### src/rtl/mem_access_ctrl.sv
// MEM-stage data-memory sequencer: accepts an EX load/store, runs a req/ack RAM access,
// stalls the pipeline until it finishes, and returns the size/sign-adjusted load value.
module mem_access_ctrl #(
   parameter int TIMEOUT = 16
) (
   input  logic        clk,
   input  logic        rst,
   input  logic        EX_mem_en,
   input  logic        EX_mem_wr,
   input  logic [2:0]  EX_funct3,
   input  logic [31:0] EX_alu_val,
   input  logic [31:0] EX_rs2_val,
   output logic        dmem_req,
   output logic        dmem_we,
   output logic [31:0] dmem_addr,
   output logic [3:0]  dmem_be,
   output logic [31:0] dmem_wdata,
   input  logic [31:0] dmem_rdata,
   input  logic        dmem_ack,
   output logic        stall,
   output logic [31:0] MEM_load_val,
   output logic        MEM_load_valid,
   output logic        misalign_err,
   output logic        bus_err
);

   localparam int CW = $clog2(TIMEOUT + 1);

   typedef enum logic [1:0] {IDLE, BUSY, DONE} state_t;

   state_t        state, state_next;
   logic [CW-1:0] cnt;
   logic [2:0]    f3_q;
   logic [1:0]    lo_q;
   logic          wr_q;

   logic          size_b, size_h, size_w, aligned, accept, reject, timeout_hit;
   logic [3:0]    be_calc;
   logic [31:0]   wdata_calc, lane, load_ext;

   // funct3[1:0] selects the size; 011/110/111 fall into the word case
   assign size_b  = (EX_funct3[1:0] == 2'b00);
   assign size_h  = (EX_funct3[1:0] == 2'b01);
   assign size_w  = ~size_b & ~size_h;
   assign aligned = size_b | (size_h & ~EX_alu_val[0]) | (size_w & (EX_alu_val[1:0] == 2'b00));
   assign accept  = (state == IDLE) & EX_mem_en & aligned;
   assign reject  = (state == IDLE) & EX_mem_en & ~aligned;
   assign timeout_hit = (state == BUSY) & ~dmem_ack & (cnt == CW'(TIMEOUT - 1));

   always_comb begin
      be_calc    = 4'b1111;
      wdata_calc = EX_rs2_val;
      if (size_b) begin
         be_calc    = 4'b0001 << EX_alu_val[1:0];
         wdata_calc = {4{EX_rs2_val[7:0]}};
      end else if (size_h) begin
         be_calc    = 4'b0011 << EX_alu_val[1:0];
         wdata_calc = {2{EX_rs2_val[15:0]}};
      end
   end

   assign lane = dmem_rdata >> {lo_q, 3'b000};

   always_comb begin
      case (f3_q)
         3'b000:  load_ext = {{24{lane[7]}}, lane[7:0]};
         3'b001:  load_ext = {{16{lane[15]}}, lane[15:0]};
         3'b100:  load_ext = {24'd0, lane[7:0]};
         3'b101:  load_ext = {16'd0, lane[15:0]};
         default: load_ext = lane;
      endcase
   end

   always_ff @(posedge clk) begin
      if (rst) state <= IDLE;
      else     state <= state_next;
   end

   // stall rises combinationally in the accepting IDLE cycle so EX/MEM holds the instruction
   always_comb begin
      state_next = state;
      stall      = 1'b0;
      case (state)
         IDLE: begin
            if (accept) begin
               state_next = BUSY;
               stall      = 1'b1;
            end
         end
         BUSY: begin
            stall = 1'b1;
            if (dmem_ack || timeout_hit) state_next = DONE;
         end
         DONE:    state_next = IDLE;
         default: state_next = IDLE;
      endcase
   end

   always_ff @(posedge clk) begin
      if (rst) begin
         dmem_req       <= 1'b0;
         dmem_we        <= 1'b0;
         dmem_addr      <= '0;
         dmem_be        <= '0;
         dmem_wdata     <= '0;
         MEM_load_val   <= '0;
         MEM_load_valid <= 1'b0;
         misalign_err   <= 1'b0;
         bus_err        <= 1'b0;
         cnt            <= '0;
         f3_q           <= '0;
         lo_q           <= '0;
         wr_q           <= 1'b0;
      end else begin
         MEM_load_valid <= 1'b0;
         misalign_err   <= 1'b0;
         bus_err        <= 1'b0;
         case (state)
            IDLE: begin
               if (accept) begin
                  dmem_req   <= 1'b1;
                  dmem_we    <= EX_mem_wr;
                  dmem_addr  <= {EX_alu_val[31:2], 2'b00};
                  dmem_be    <= be_calc;
                  dmem_wdata <= wdata_calc;
                  f3_q       <= EX_funct3;
                  lo_q       <= EX_alu_val[1:0];
                  wr_q       <= EX_mem_wr;
                  cnt        <= '0;
               end else if (reject) begin
                  misalign_err <= 1'b1;
               end
            end
            BUSY: begin
               if (dmem_ack) begin
                  dmem_req <= 1'b0;
                  dmem_we  <= 1'b0;
                  if (!wr_q) begin
                     MEM_load_val   <= load_ext;
                     MEM_load_valid <= 1'b1;
                  end
               end else if (timeout_hit) begin
                  dmem_req <= 1'b0;
                  dmem_we  <= 1'b0;
                  bus_err  <= 1'b1;
                  if (!wr_q) begin
                     MEM_load_val   <= '0;
                     MEM_load_valid <= 1'b1;
                  end
               end else begin
                  cnt <= cnt + 1'b1;
               end
            end
            default: ;
         endcase
      end
   end

endmodule

### config.mk
export PLATFORM = sky130hd
export DESIGN_NAME = mem_access_ctrl
export DESIGN_NICKNAME = d
export VERILOG_FILES = /design/src/rtl/mem_access_ctrl.sv
export SDC_FILE = /design/constraint.sdc
export NUM_CORES = 1
export LEC_CHECK = 0
export ABC_AREA = 1
export BUFFER_PORTS_ARGS = -buffer_cell sky130_fd_sc_hd__buf_2
export CAP_MARGIN = 20
export CORE_ASPECT_RATIO = 1.25
export CORE_MARGIN = 4
export CORE_UTILIZATION = 45
export CTS_BUF_LIST = sky130_fd_sc_hd__clkbuf_4
export DETAILED_ROUTE_END_ITERATION = 8
export HOLD_SLACK_MARGIN = 0.05
export PLACE_DENSITY = 0.83
export SLEW_MARGIN = 40
export SYNTH_ARGS = -nofsm -noshare
export SYNTH_HDL_FRONTEND = slang
export SYNTH_SLANG_ARGS = --single-unit
### constraint.sdc
create_clock -name clk -period 1.8 [get_ports clk]
set_input_delay 0.18 -clock clk [delete_from_list [all_inputs] [get_ports clk]]
set_output_delay 0.18 -clock clk [all_outputs]
set_load 0.01 [all_outputs]
After elaboration in Yosys (flattened, before gate mapping)

Cells that the tools add are included.

Bits in registers: 116
Bits in latches: 0
Memory bits (writable): 0
Bits in read-only memories: 0
Bits of input ports: 104
Output and inout port bits: 106
Logic and storage cells: 91
Memories kept: 0

Add/sub/neg operators: 1
$mul: 0
Divide/modulo/power cells: 0
$lt $le $gt $ge: 0
Eq/ne operators: 11
Shift operators: 3
Mux-type cells: 29
Bitwise gates (word level): 18
Reduce and logical (&&, ||, !) cells: 15

Operator list:

| kind                                             | number |
|---|---|
| two-way mux 32 bit                               | 6 |
| case mux 32 bit (4 select lines)                 | 1 |
| >> shifter 32 x 5 -> 32 bit                      | 1 |
| two-way mux 5 bit                                | 3 |
| two-way mux 1 bit                                | 10 |
| case mux 5 bit (2 select lines)                  | 1 |
| AND 1 bit                                        | 8 |
| two-way mux 4 bit                                | 2 |
| NOT 1 bit                                        | 8 |
| == test 3 bit (second input constant)            | 2 |
| logical NOT 2 bit                                | 3 |
| != test 2 bit (second input constant)            | 3 |
| case mux 1 bit (2 select lines)                  | 3 |
| AND reduction 3 bit                              | 2 |
| OR reduction 3 bit                               | 2 |
| adder 5 x 1 -> 5 bit (second input constant)     | 1 |
| == test 5 x 4 -> 1 bit (second input constant)   | 1 |
| == test 2 x 1 -> 1 bit (second input constant)   | 2 |
| two-way mux 2 bit                                | 2 |
| case mux 2 bit (2 select lines)                  | 1 |
| AND reduction 2 bit                              | 2 |
| AND reduction 4 bit                              | 1 |
| nonzero test 2 bit                               | 2 |
| left shift 1 x 2 -> 4 bit (first input constant) | 1 |
| other kinds (8)                                  | 9 |

Depth between registers and ports, before layout

Depth in word-level cells: 8
Gate-level depth with buffers: 11
Gate-level depth less buffers: 10

Worst setup path after synthesis

No wires, ideal clock.

Path type: reg-to-reg
From: register cnt[0]
To: register MEM_load_val[26]
Setup time: 0.070 ns
Arrival: 1.638 ns
Setup slack: 0.092 ns
Stages on the path, launching flop included: 12
Cell sequence: dfxtp_1 -> ha_1 -> nand2_1 -> nor2_1 -> ha_1 -> inv_1 -> a21oi_2 -> nand3_2 -> clkbuf_1 -> nor2_1 -> nand2_1 -> a21oi_1

Longest elaborated chain between the ends: 4

RTL lines:

| item                          | RTL line | source |
|---|---|---|
| from (decl)                   | 32       | `logic [CW-1:0] cnt;` |
| from (signal assigned)        | 151      | `cnt <= cnt + 1'b1;` |
| == test 5 x 4 -> 1 bit        | 48       | `assign timeout_hit = (state == BUSY) & ~dmem_ack & (cnt == CW'(TIMEOUT - 1));` |
| AND 1 bit                     | 48       |  |
| nonzero test 2 bit (no line)  | --       |  |
| AND reduction 3 bit (no line) | --       |  |
| to (signal assigned)          | 139      | `MEM_load_val <= load_ext;` |
| to (decl)                     | 21       | `output logic [31:0] MEM_load_val,` |

Every way passes these cells.
A chain may end at the register's enable or synchronous reset.

Worst setup path after layout

From: register cnt[0]
To: register MEM_load_val[19]

The elaborated chain is that of the path after synthesis.

==> flow_summary.toml <==
[global_route]
grt-ovfl-total = 0
grt_max_degree = 58
track_usage = 0.271
antenna_found_initial = 1
grt_pass1_wl_um = 29500
grt_pass1_vias = 6145

[clock_network]
cts_tree = "yes"
clockBufferDepth = 2
clk-insertion-delay-late_ns = 0.53
clkSinkCount = 116
clkSlewWorstSetupHoldPaths_ns = 0.11
cts_root_buffer = "clkbuf_4"
cts_buffers = 17
htree_levels = 4

[setup_path]
cp_data_arrival_time_ns = 2.24
timing.rr.start = "cnt[0]"
cp.required_ns = 2.25
critPathCaptureType = "register"
critPathSlowestCell = "dfxtp_2"
r2r_end = "MEM_load_val[19]"
crit_fanout = 5
crit_type = "register to register"
critical_path.max_stage_delay_ns = 0.37
startpoint_type = "register"
critical-path-top-delay-family = "simple AND/OR/NAND/NOR gates"
path_cells = "ha_4, nand2_4, nor2_2, ha_2, inv_2, a21oi_2, buf_4, nand3_4, buf_6, nor2_1, nand2_1, a21oi_1"
crit_buf_inv = 3
reg2reg_depth = 12
reg2reg_setup_slack_ns = 0.008

[yosys]
yosysMostFrequentCell = "nand2_1"
synth_warnings = 0
synth_cell_type_count = 36
postSynthCellCount = 750
ys_ff_latch = 116
synth_area_leader_cell = "dfxtp_1"
synth-main-ff-cell = "dfxtp_1"
synth_top_area_frac = 0.439
synth_edf_count = 0
synth.avg_cell_area_um2 = 7.06
synthTopCellsByArea = "dfxtp_1, nand2_1, nor2_1, a21oi_1, o21ai_0"
synth_commonest_cells = "nand2_1, dfxtp_1, nor2_1, a21oi_1, o21ai_0"
async_flop_share = 0
seq_area_frac_synth = 0.439
synth_area_um2 = 5290

[die]
start_util = 0.458
die-area_um2 = 13600
die_h_um = 129
num_io_pins = 210
core_region_area_um2 = 11600
num_rows = 44
die_w_um = 105

[drt]
drc = 0
finalWirelength_um = 18900
drt_first_pass_iters = 5
wl_per_cell_um = 15.8
ant_nets = 0
vias_per_cell = 5.33
dr_total_vias = 6381
drtIter0Drc = 488

[pwr]
ir_worst_vdd_mv = 0.672
leakage_nw = 3.98
power_density_nw_per_um2 = 815

[timing]
rsz0062_at_grt = "yes"
layout_min_cycle_time_ns = 1.79
max_freq_mhz = 558
holdWs_ns = 0.120
hold_violations = 0
setup_viol = 0
skew_ns = 0.0170
slew_violations = 0
post-route-period-util = 0.996

[place]
place.port_buffers = 207
dpl.cell_count = 1071
place_hpwl_um = 11800
placed_area_um2 = 6460
gp_congestion = 0.918

[hold_path]
holdCritPathClass = "primary input to register"
holdCritStartpoint = "EX_alu_val[1]"
hold_path_depth = 3
min_to = "dmem_be[3]"

[finish]
num-fill-cells = 916
final-instance-count-excl-fill = 1198
area_growth_pct = 47.3
final_nets = 1156
stdcell_area_um2 = 7800
fin_util = 0.674
drive_gt1_frac = 0.295

[status]
status = "completed"

[run]
drv_cap = 0
## per-stage QoR
stage / power, mW / setup WS (ns) / setup TNS (ns)
after floorplan: 3.56 / 0.0919 / 0
after global placement: 4.00 / 0.0746 / 0
after detailed placement: 4.01 / -0.0681 / -0.506
after CTS: 6.30 / 0.000866 / 0
after global routing: 6.65 / -0.0898 / -1.60
final: 6.35 / 0.00809 / 0
## how the worst max path moves through the flow
| stage | endpoint | depth (start not counted) | start | slack (ns) |
|---|---|---|---|---|
| 6_report | MEM_load_val[19] | 12 | cnt[0] | 0.008 |
| 5_1_grt | MEM_load_val[17] | 12 | cnt[1] | -0.09 |
| 4_1_cts | MEM_load_val[19] | 11 | cnt[1] | 0.0009 |
| 3_5_place_dp | MEM_load_val[7] | 10 | cnt[0] | -0.07 |
| 3_3_place_gp | MEM_load_val[7] | 10 | cnt[0] | 0.07 |
| 2_1_floorplan | MEM_load_val[26] | 11 | cnt[0] | 0.09 |
## power breakdown
group / switching [mW] / internal, mW / leakage (nW)
combinational: 0.791 / 0.588 / 2.86
clock: 1.16 / 1.00 / 0.168
sequential: 0.0870 / 2.73 / 0.950
## worst min-delay path, stage by stage
cell and delay [ns]:
buf_2 0.13, o22ai_1 0.11, a211oi_2 0.17
## area by class of cell
cell class              instances  area [um^2]  area share
diodes                          1         2.50    0.000321
clock buffers                  17          128      0.0164
clock inverters                15          194      0.0249
inverters                      34          135      0.0173
multi-input cells             550         2630       0.337
flip-flops and latches        116         2320       0.298
well taps                     138          173      0.0221
repair buffers                327         2220       0.284
## cells by family (layout without fill, tap and decap cells)
logic type      after synthesis  after routing  synth area share
compound gates              159            159             0.169
fa+ha+maj                     6              6            0.0142
buf+inv                      85            393            0.0785
flops                       116            116             0.439
other cells                   1              3          0.000708
simple gates                383            383             0.299
## state kept, by name, summed over array words and instances (netlist names), 2 cells and up
name,count
MEM_load_val,32
cnt,5
dmem_addr,30
dmem_be,4
dmem_wdata,32
f3_q,3
lo_q,2
state,2
## placed cells by master, fill, tap and decap left out, drive strengths merged, types with 6 or more instances in the layout
cell type / netlist / layout
dfxtp: 116 / 116
a21oi: 68 / 68
inv: 31 / 38
buf: 25 / 241
clkbuf: 26 / 18
a31oi: 7 / 7
nand3: 44 / 44
nand2: 210 / 210
clkinv: 3 / 6
ha: 6 / 6
dlygate4sd3: 0 / 85
o21ai: 66 / 66
nor2: 120 / 120
o211a: 14 / 14
## metal layers
metal	global-route usage	up-vias	routed length (um)
li1	-	3022	-
met1	0.311	2868	6980
met2	0.479	438	9490
met3	0.0727	53	1920
met4	0.110	0	533
met5	0	-	0
## timing repair
action / CTS / global route
endpoints found under the setup margin: 32 / 35
setup buffers: 4 / 3
resized for setup: 8 / 16
pin swaps: 4 / 5
hold buffers: 85 / 0
endpoints found under the hold margin: 86 / 0
gates cloned: 1 / 1
Power figures use the tool's default switching activity.
